**src/rtl/uart_pkg.sv**
```systemverilog
// rtl/uart_pkg.sv - shared UART frame format, defaults and receiver state encoding
package uart_pkg;

    // Default frame geometry: 8 data bits, LSB first, 8 ticks per bit.
    localparam int UART_DATA_BITS   = 8;
    localparam int UART_OVERSAMPLE  = 8;
    localparam int UART_SYNC_STAGES = 2;

    // Line levels of the 8N1 frame; the transmitter drives the same levels.
    localparam logic UART_IDLE_LEVEL  = 1'b1;
    localparam logic UART_START_LEVEL = 1'b0;
    localparam logic UART_STOP_LEVEL  = 1'b1;

    // Receiver states. BREAK parks the receiver while the line is held low
    // after a framing error so a break is not decoded as a run of 0x00 bytes.
    typedef enum logic [2:0] {
        IDLE  = 3'd0,
        START = 3'd1,
        DATA  = 3'd2,
        STOP  = 3'd3,
        BREAK = 3'd4
    } uart_rx_state_e;

endpackage

```
**src/rtl/sync_2ff.sv**
```systemverilog
// rtl/sync_2ff.sv - multi-flop synchronizer for an asynchronous single-bit input
module sync_2ff #(
    parameter int   STAGES    = 2,
    parameter logic RESET_VAL = 1'b1
) (
    input  logic clk,
    input  logic rst,
    input  logic d,
    output logic q
);

    logic [STAGES-1:0] ff;

    // Shift the raw input through the chain; reset to the inactive level.
    always_ff @(posedge clk) begin
        if (rst) begin
            ff <= {STAGES{RESET_VAL}};
        end else begin
            ff <= STAGES'({ff, d});
        end
    end

    assign q = ff[STAGES-1];

endmodule

```
**src/rtl/uart_rx.sv**
```systemverilog
// rtl/uart_rx.sv - oversampled 8N1 UART receiver producing a byte and one-cycle strobes
module uart_rx
    import uart_pkg::*;
#(
    parameter int DATA_BITS   = UART_DATA_BITS,
    parameter int OVERSAMPLE  = UART_OVERSAMPLE,
    parameter int SYNC_STAGES = UART_SYNC_STAGES
) (
    input  logic                 clk,
    input  logic                 rst,
    input  logic                 tick_8x,
    input  logic                 rx,
    output logic [DATA_BITS-1:0] rx_data,
    output logic                 rx_valid,
    output logic                 frame_err,
    output logic                 busy
);

    localparam int TW = $clog2(OVERSAMPLE);
    localparam int BW = $clog2(DATA_BITS + 1);

    // Start bit is checked half a bit after the edge; every later sample
    // is a full bit period after the previous one, landing mid-bit.
    localparam logic [TW-1:0] TCNT_START_MID = TW'(OVERSAMPLE / 2 - 1);
    localparam logic [TW-1:0] TCNT_LAST      = TW'(OVERSAMPLE - 1);
    localparam logic [BW-1:0] BCNT_LAST      = BW'(DATA_BITS - 1);

    uart_rx_state_e       state;
    uart_rx_state_e       state_next;

    logic                 rxs;
    logic [TW-1:0]        tcnt;
    logic [BW-1:0]        bcnt;
    logic [DATA_BITS-1:0] sr;

    logic                 start_mid;
    logic                 bit_mid;
    logic                 last_bit;

    logic                 tcnt_clr;
    logic                 tcnt_inc;
    logic                 bcnt_clr;
    logic                 shift_en;
    logic                 frame_ok;
    logic                 frame_bad;

    sync_2ff #(
        .STAGES    (SYNC_STAGES),
        .RESET_VAL (UART_IDLE_LEVEL)
    ) u_rx_sync (
        .clk (clk),
        .rst (rst),
        .d   (rx),
        .q   (rxs)
    );

    assign start_mid = (tcnt == TCNT_START_MID);
    assign bit_mid   = (tcnt == TCNT_LAST);
    assign last_bit  = (bcnt == BCNT_LAST);

    // State register.
    always_ff @(posedge clk) begin
        if (rst) begin
            state <= IDLE;
        end else begin
            state <= state_next;
        end
    end

    // Next-state decode; the FSM only moves on oversampling ticks.
    always_comb begin
        state_next = state;
        if (tick_8x) begin
            case (state)
                IDLE: begin
                    if (rxs == UART_START_LEVEL) begin
                        state_next = START;
                    end
                end
                START: begin
                    if (start_mid) begin
                        state_next = (rxs == UART_START_LEVEL) ? DATA : IDLE;
                    end
                end
                DATA: begin
                    if (bit_mid && last_bit) begin
                        state_next = STOP;
                    end
                end
                STOP: begin
                    // Leaving mid stop bit lets a back-to-back start edge be seen.
                    if (bit_mid) begin
                        state_next = (rxs == UART_STOP_LEVEL) ? IDLE : BREAK;
                    end
                end
                BREAK: begin
                    if (rxs == UART_IDLE_LEVEL) begin
                        state_next = IDLE;
                    end
                end
                default: state_next = IDLE;
            endcase
        end
    end

    // Datapath controls and busy flag decoded from the current state.
    always_comb begin
        tcnt_clr  = 1'b0;
        tcnt_inc  = 1'b0;
        bcnt_clr  = 1'b0;
        shift_en  = 1'b0;
        frame_ok  = 1'b0;
        frame_bad = 1'b0;
        busy      = (state != IDLE);
        case (state)
            IDLE: begin
                tcnt_clr = 1'b1;
                bcnt_clr = 1'b1;
            end
            START: begin
                if (tick_8x) begin
                    if (start_mid) begin
                        tcnt_clr = 1'b1;
                        bcnt_clr = 1'b1;
                    end else begin
                        tcnt_inc = 1'b1;
                    end
                end
            end
            DATA: begin
                if (tick_8x) begin
                    if (bit_mid) begin
                        tcnt_clr = 1'b1;
                        shift_en = 1'b1;
                    end else begin
                        tcnt_inc = 1'b1;
                    end
                end
            end
            STOP: begin
                if (tick_8x) begin
                    if (bit_mid) begin
                        tcnt_clr  = 1'b1;
                        frame_ok  = (rxs == UART_STOP_LEVEL);
                        frame_bad = (rxs != UART_STOP_LEVEL);
                    end else begin
                        tcnt_inc = 1'b1;
                    end
                end
            end
            BREAK: begin
                tcnt_clr = 1'b1;
            end
            default: begin
                tcnt_clr = 1'b1;
                bcnt_clr = 1'b1;
            end
        endcase
    end

    // Counters, LSB-first shift register and registered output strobes.
    always_ff @(posedge clk) begin
        if (rst) begin
            tcnt      <= '0;
            bcnt      <= '0;
            sr        <= '0;
            rx_data   <= '0;
            rx_valid  <= 1'b0;
            frame_err <= 1'b0;
        end else begin
            rx_valid  <= frame_ok;
            frame_err <= frame_bad;

            if (frame_ok) begin
                rx_data <= sr;
            end

            if (tcnt_clr) begin
                tcnt <= '0;
            end else if (tcnt_inc) begin
                tcnt <= tcnt + 1'b1;
            end

            if (bcnt_clr) begin
                bcnt <= '0;
            end else if (shift_en) begin
                bcnt <= bcnt + 1'b1;
            end

            if (shift_en) begin
                sr <= {rxs, sr[DATA_BITS-1:1]};
            end
        end
    end

endmodule

```
**config.mk**
```make
export PLATFORM = sky130hd
export DESIGN_NAME = uart_rx
export DESIGN_NICKNAME = d
export VERILOG_FILES = /design/src/rtl/uart_pkg.sv /design/src/rtl/sync_2ff.sv /design/src/rtl/uart_rx.sv
export SDC_FILE = /design/constraint.sdc
export NUM_CORES = 1
export LEC_CHECK = 0
export BUFFER_PORTS_ARGS = -buffer_cell sky130_fd_sc_hd__buf_2
export CORE_ASPECT_RATIO = 1.1
export CORE_MARGIN = 4
export CORE_UTILIZATION = 50
export DETAILED_ROUTE_END_ITERATION = 12
export PLACE_DENSITY = 0.72
export SLEW_MARGIN = 20
export SYNTH_ARGS = -nofsm -noshare
export SYNTH_HDL_FRONTEND = slang
export SYNTH_SLANG_ARGS = --single-unit
```
**constraint.sdc**
```tcl
create_clock -name clk -period 4.5 [get_ports clk]
set_clock_uncertainty 0.2 [all_clocks]
set_input_delay 0.225 -clock clk [delete_from_list [all_inputs] [get_ports clk]]
set_output_delay 0.225 -clock clk [all_outputs]
set_load 0.01 [all_outputs]
```
# After elaboration in Yosys (flattened, before gate mapping)
# Index checks and enable logic that the tools add are counted.
[totals]
ff_bits = 30
latch_bits = 0
ram_bits = 0
romBits = 0
in_bits = 4
output_inout_bits = 11
wordCells = 58
n_memories = 0
[op_classes]
addsub = 2
n_mul = 0
div = 0
magnitude_cmp = 0
n_eq_ne = 12
shift = 0
mux = 23
bitwise = 4
reduce_logical = 9
[op_table]
columns = ["cell", "count"]
rows = [
  ["3-bit two-way mux", 6],
  ["3-bit case mux with 5 select lines", 1],
  ["1-bit two-way mux", 12],
  ["3-bit by 2-bit == test with 1-bit output, second input constant", 3],
  ["2-bit inequality test, second input constant", 4],
  ["3-bit == test, second input constant", 2],
  ["1-bit case mux with 2 select lines", 3],
  ["6-bit AND reduction", 1],
  ["2-bit OR reduction", 3],
  ["4-bit by 1-bit adder with 4-bit output, second input constant", 1],
  ["4-bit by 3-bit == test with 1-bit output, second input constant", 1],
  ["1-bit NOT", 4],
  ["4-bit OR reduction", 1],
  ["3-bit by 1-bit adder with 3-bit output, second input constant", 1],
  ["3-bit by 1-bit == test with 1-bit output, second input constant", 1],
  ["3-bit zero test", 1],
  ["3-bit nonzero test", 1],
  ["3-bit OR reduction", 1],
  ["2-bit two-way mux", 1],
  ["2-bit by 1-bit inequality test with 1-bit output, second input constant", 1],
  ["1-bit logical AND", 1],
]

# Longest topological paths before layout
[depth]
depth_word = 5
ltp_mapped = 8
mapped_depth_nobuf = 6

# Modules after synthesis
# A second synthesis with hierarchy kept.
[hier_totals]
hier_cells = 131
hier_area_um2 = 1332.5
[by_module_without_submodules]
columns = ["mod", "instances", "cells_each", "area_per_inst_um2", "seq_area_each_um2"]
rows = [
  ["uart_rx", 1, 127, 1280.0, 560.5],
  ["sync_2ff", 1, 4, 52.6, 40.0],
]

# Worst setup path after synthesis
# No wires, ideal clock.
[synth_path]
kind = "register to register"
from = "reg tcnt[0]"
to = "reg rx_data[0]"
setup_ns = 0.128
arrival_time_ns = 1.443
required_time_ns = 4.172
path_slack_ns = 2.729
path_stages_with_launch = 9
n_path_buf = 2
synth_period_minus_slack_ns = 1.771
cell_sequence = "dfxtp_1 -> ha_1 -> ha_1 -> and3_1 -> buf_2 -> and3_4 -> buf_12 -> mux2i_1 -> nor2_1"
[synth_via]
elab_chain_len = 4
[synth_rtl]
columns = ["item", "line", "source"]
rows = [
  ["start: declaration", "uart_rx.sv:32", "logic [TW-1:0] tcnt;"],
  ["start signal: assignment", "uart_rx.sv:181", "tcnt <= tcnt + 1'b1;"],
  ["3-bit == test", "uart_rx.sv:58", "assign bit_mid = (tcnt == TCNT_LAST);"],
  ["1-bit two-way mux", "uart_rx.sv:142", "if (bit_mid) begin"],
  ["1-bit two-way mux", "uart_rx.sv:141", "if (tick_8x) begin"],
  ["1-bit two-way mux", "uart_rx.sv:115", "case (state)"],
  ["end signal: assignment", "uart_rx.sv:175", "rx_data <= sr;"],
  ["end: declaration", "uart_rx.sv:13", "output logic [DATA_BITS-1:0] rx_data,"],
]
# No other way between the ends.
# A chain may end at the register's enable or synchronous reset.

# Worst setup path after layout
# Ends and elaborated chain as after synthesis.

==> metrics <==
highest clock rate=536 MHz; critical path class=reg2reg; met2 usage=0.254; CTS tree=done; Yosys reg bits=30; Tot GR Track Use=0.145; Post-Syn Area=1310 sq um; GP Congestion=0.743; outcome=completed; Mean Syn Cell Area=between 9 and 10 sq um; Area after DPL=1360 sq um; Synth Instances=140; post-route cell area=1440 sq um; LEAKAGE=0.589 nW; initial antenna violation count=0; die area=3510 sq um; RSZ-0062 raised after global routing=no; Worst slew margin=0.724; # Post-CTS Setup Buffers=0; CP required=4.50 ns; Worst Hold Class=in2reg; Pwr Density=approximately 310 nW/um^2; die height=61.7 um; largest net degree at the start of global routing=27; final wirelength=2.18 mm; grt ovf=0; DIE WIDTH=56.9 um; Synth cell types=35; Detailed Place HPWL=roughly 1.5 mm; commonest non-fill, non-tap cells in the layout=30 x dfxtp_1, 21 x nand2_1, 18 x nor2_1, 14 x buf_2, 11 x mux2i_1; Initial Utilization=0.526; Slew Limit Fails=0; First-pass DRT Iterations=4; DRC viols=0; I/O Pins=15; share of cells above drive strength 1=0.179; number of global-route vias before repair=903; total negative slack=0 ns; Final setup viols=0; Setup crit start kind=flip-flop; minimum clock period=1.87 ns; Worst Path Arrival=1.86 ns; DR iter-0 viols=13; Cell Rows=19; clk slew on worst S/H paths=0.09 ns; number of buffers added on ports=14; most common cell after layout, fill and taps aside=dfxtp_1; final hold vios=0; post-DR wirelength/cell=11.6 um; global-route wire length before repair=3.80 mm; Longest Clk Path Bufs=2; core box area=2500 sq um; Syn-to-layout area delta=9.63%; R2R setup slack=between 2 and 3 ns; M3 GR Usage=0.0702; Final ANT Viol Nets=0; Num CTS Buffers=5; fraction of the cycle the final worst path needs=0.415; Clk Latency, worst-skew pair=0.32 ns; CTS Root Buffer Type=clkbuf_4; Max Cap Viol=0; filler cell count=239; via count=970; clock sink count=30; maximum vdd drop=between 200 and 300 uV; sequential share of the synthesized area=0.458; Worst setup EP type=flip-flop; Synth Warn #=0; layout net count=between 150 and 200; Worst Max-Slew Pin Slew=about 0.41 ns; Post-Syn Nets=149; Most Crowded Layer GR=met2; Crit Path Max Fanout=9; H-tree lvl count=2; Vias/cell=5.19; met1 Track Usage GR=0.154; # diodes=0
==> power by group <==
group	internal (W)	switching, W	total, W
Clock	0.0000756	0.0000872	0.000163
Sequential	0.000267	0.00000234	0.000269
Combinational	0.00000967	0.0000111	0.0000208
==> layer usage <==
layer,vias up,wire length (um),part of all wire
li1,496,-,-
met5,-,0,0
met1,452,947,0.44
met2,17,1080,0.49
met4,0,37,0.017
met3,5,116,0.053
==> logic make-up (layout without fill, tap and decap cells) <==
logic type / count (synthesis) / in the layout / synth area share
simple gates: 59 / 59 / 0.216
flops: 30 / 30 / 0.458
compound gates: 18 / 18 / 0.0906
mux: 13 / 13 / 0.101
buf+inv: 10 / 26 / 0.0534
fa+ha+maj: 5 / 5 / 0.0477
xor+xnor: 5 / 5 / 0.0334
==> stage by stage <==
stage	cells	power, W	utilization	setup slack [ns]	hold slack, ns
after CTS	187	0.000458	0.576	2.61	0.113
after detailed placement	177	0.000295	0.544	2.62	0.195
after global placement	177	0.000295	0.544	2.69	0.192
after global routing	187	0.000478	0.576	2.53	0.106
final	187	0.000453	0.576	2.63	0.107
after floorplan	140	0.000290	-	2.73	0.129
==> sequential cells by signal, indices dropped and copies added, names as in the netlist <==
name / count
sr: 8
frame_err: 1
tcnt: 3
rx_valid: 1
bcnt: 4
rx_data: 8
state: 3
u_rx_sync.ff: 2
==> cell usage after synthesis, drive strengths merged <==
cell type	instances	area share
nor3	1	0.0038
nand3	3	0.011
ha	5	0.048
a21o	2	0.011
nand4b	1	0.0067
a32oi	1	0.0067
or3	2	0.0095
o21bai	1	0.0057
buf	5	0.039
nor2	18	0.051
nand2b	1	0.0048
o21ai	1	0.0067
a21oi	9	0.034
mux2i	11	0.084
nand2	21	0.060
a311oi	1	0.0067
xor2	4	0.027
a21boi	2	0.014
nor3b	1	0.0095
xnor2	1	0.0067
clkbuf	3	0.0086
dfxtp	30	0.46
and2b	1	0.0076
or2	2	0.0095
a31oi	1	0.0048
inv	2	0.0057
nor2b	4	0.019
mux2	2	0.017
and2	1	0.0048
and3	3	0.018
==> critical path: stages (launching register included) <==
cell and delay, ns:
dfxtp_1 0.36, ha_1 0.21, ha_1 0.15, and3_1 0.25
and3_4 0.32, mux2i_1 0.20, nor2_1 0.06
==> layout make-up <==
cell class	instances	area (sq um)	area share
inverter	2	7.51	0.00522
clock buffer	7	55.1	0.0383
multi-input combinational	100	642	0.446
sequential	30	601	0.417
timing repair buffer	16	90.1	0.0626
clock inverter	1	5.00	0.00348
tap	31	38.8	0.0270
==> final timing paths <==
path	start	end	cells after the start
hold reg to reg	u_rx_sync.ff[0]$_SDFF_PP1_	u_rx_sync.ff[1]$_SDFF_PP1_	1
setup / recovery	tcnt[0]$_SDFFE_PP0P_	rx_data[0]$_SDFFE_PP0P_	6
hold / removal	rst	rx_data[3]$_SDFFE_PP0P_	2
setup reg to reg	tcnt[0]$_SDFFE_PP0P_	rx_data[0]$_SDFFE_PP0P_	6
==> repair_timing <==
item                                   in CTS  in global routing
setup endpoints to repair                   0                  0
endpoints found under the hold margin       2                  0
hold buffers                                2                  0
gates resized for setup                     0                  0
(Power assumes the default switching activity.)
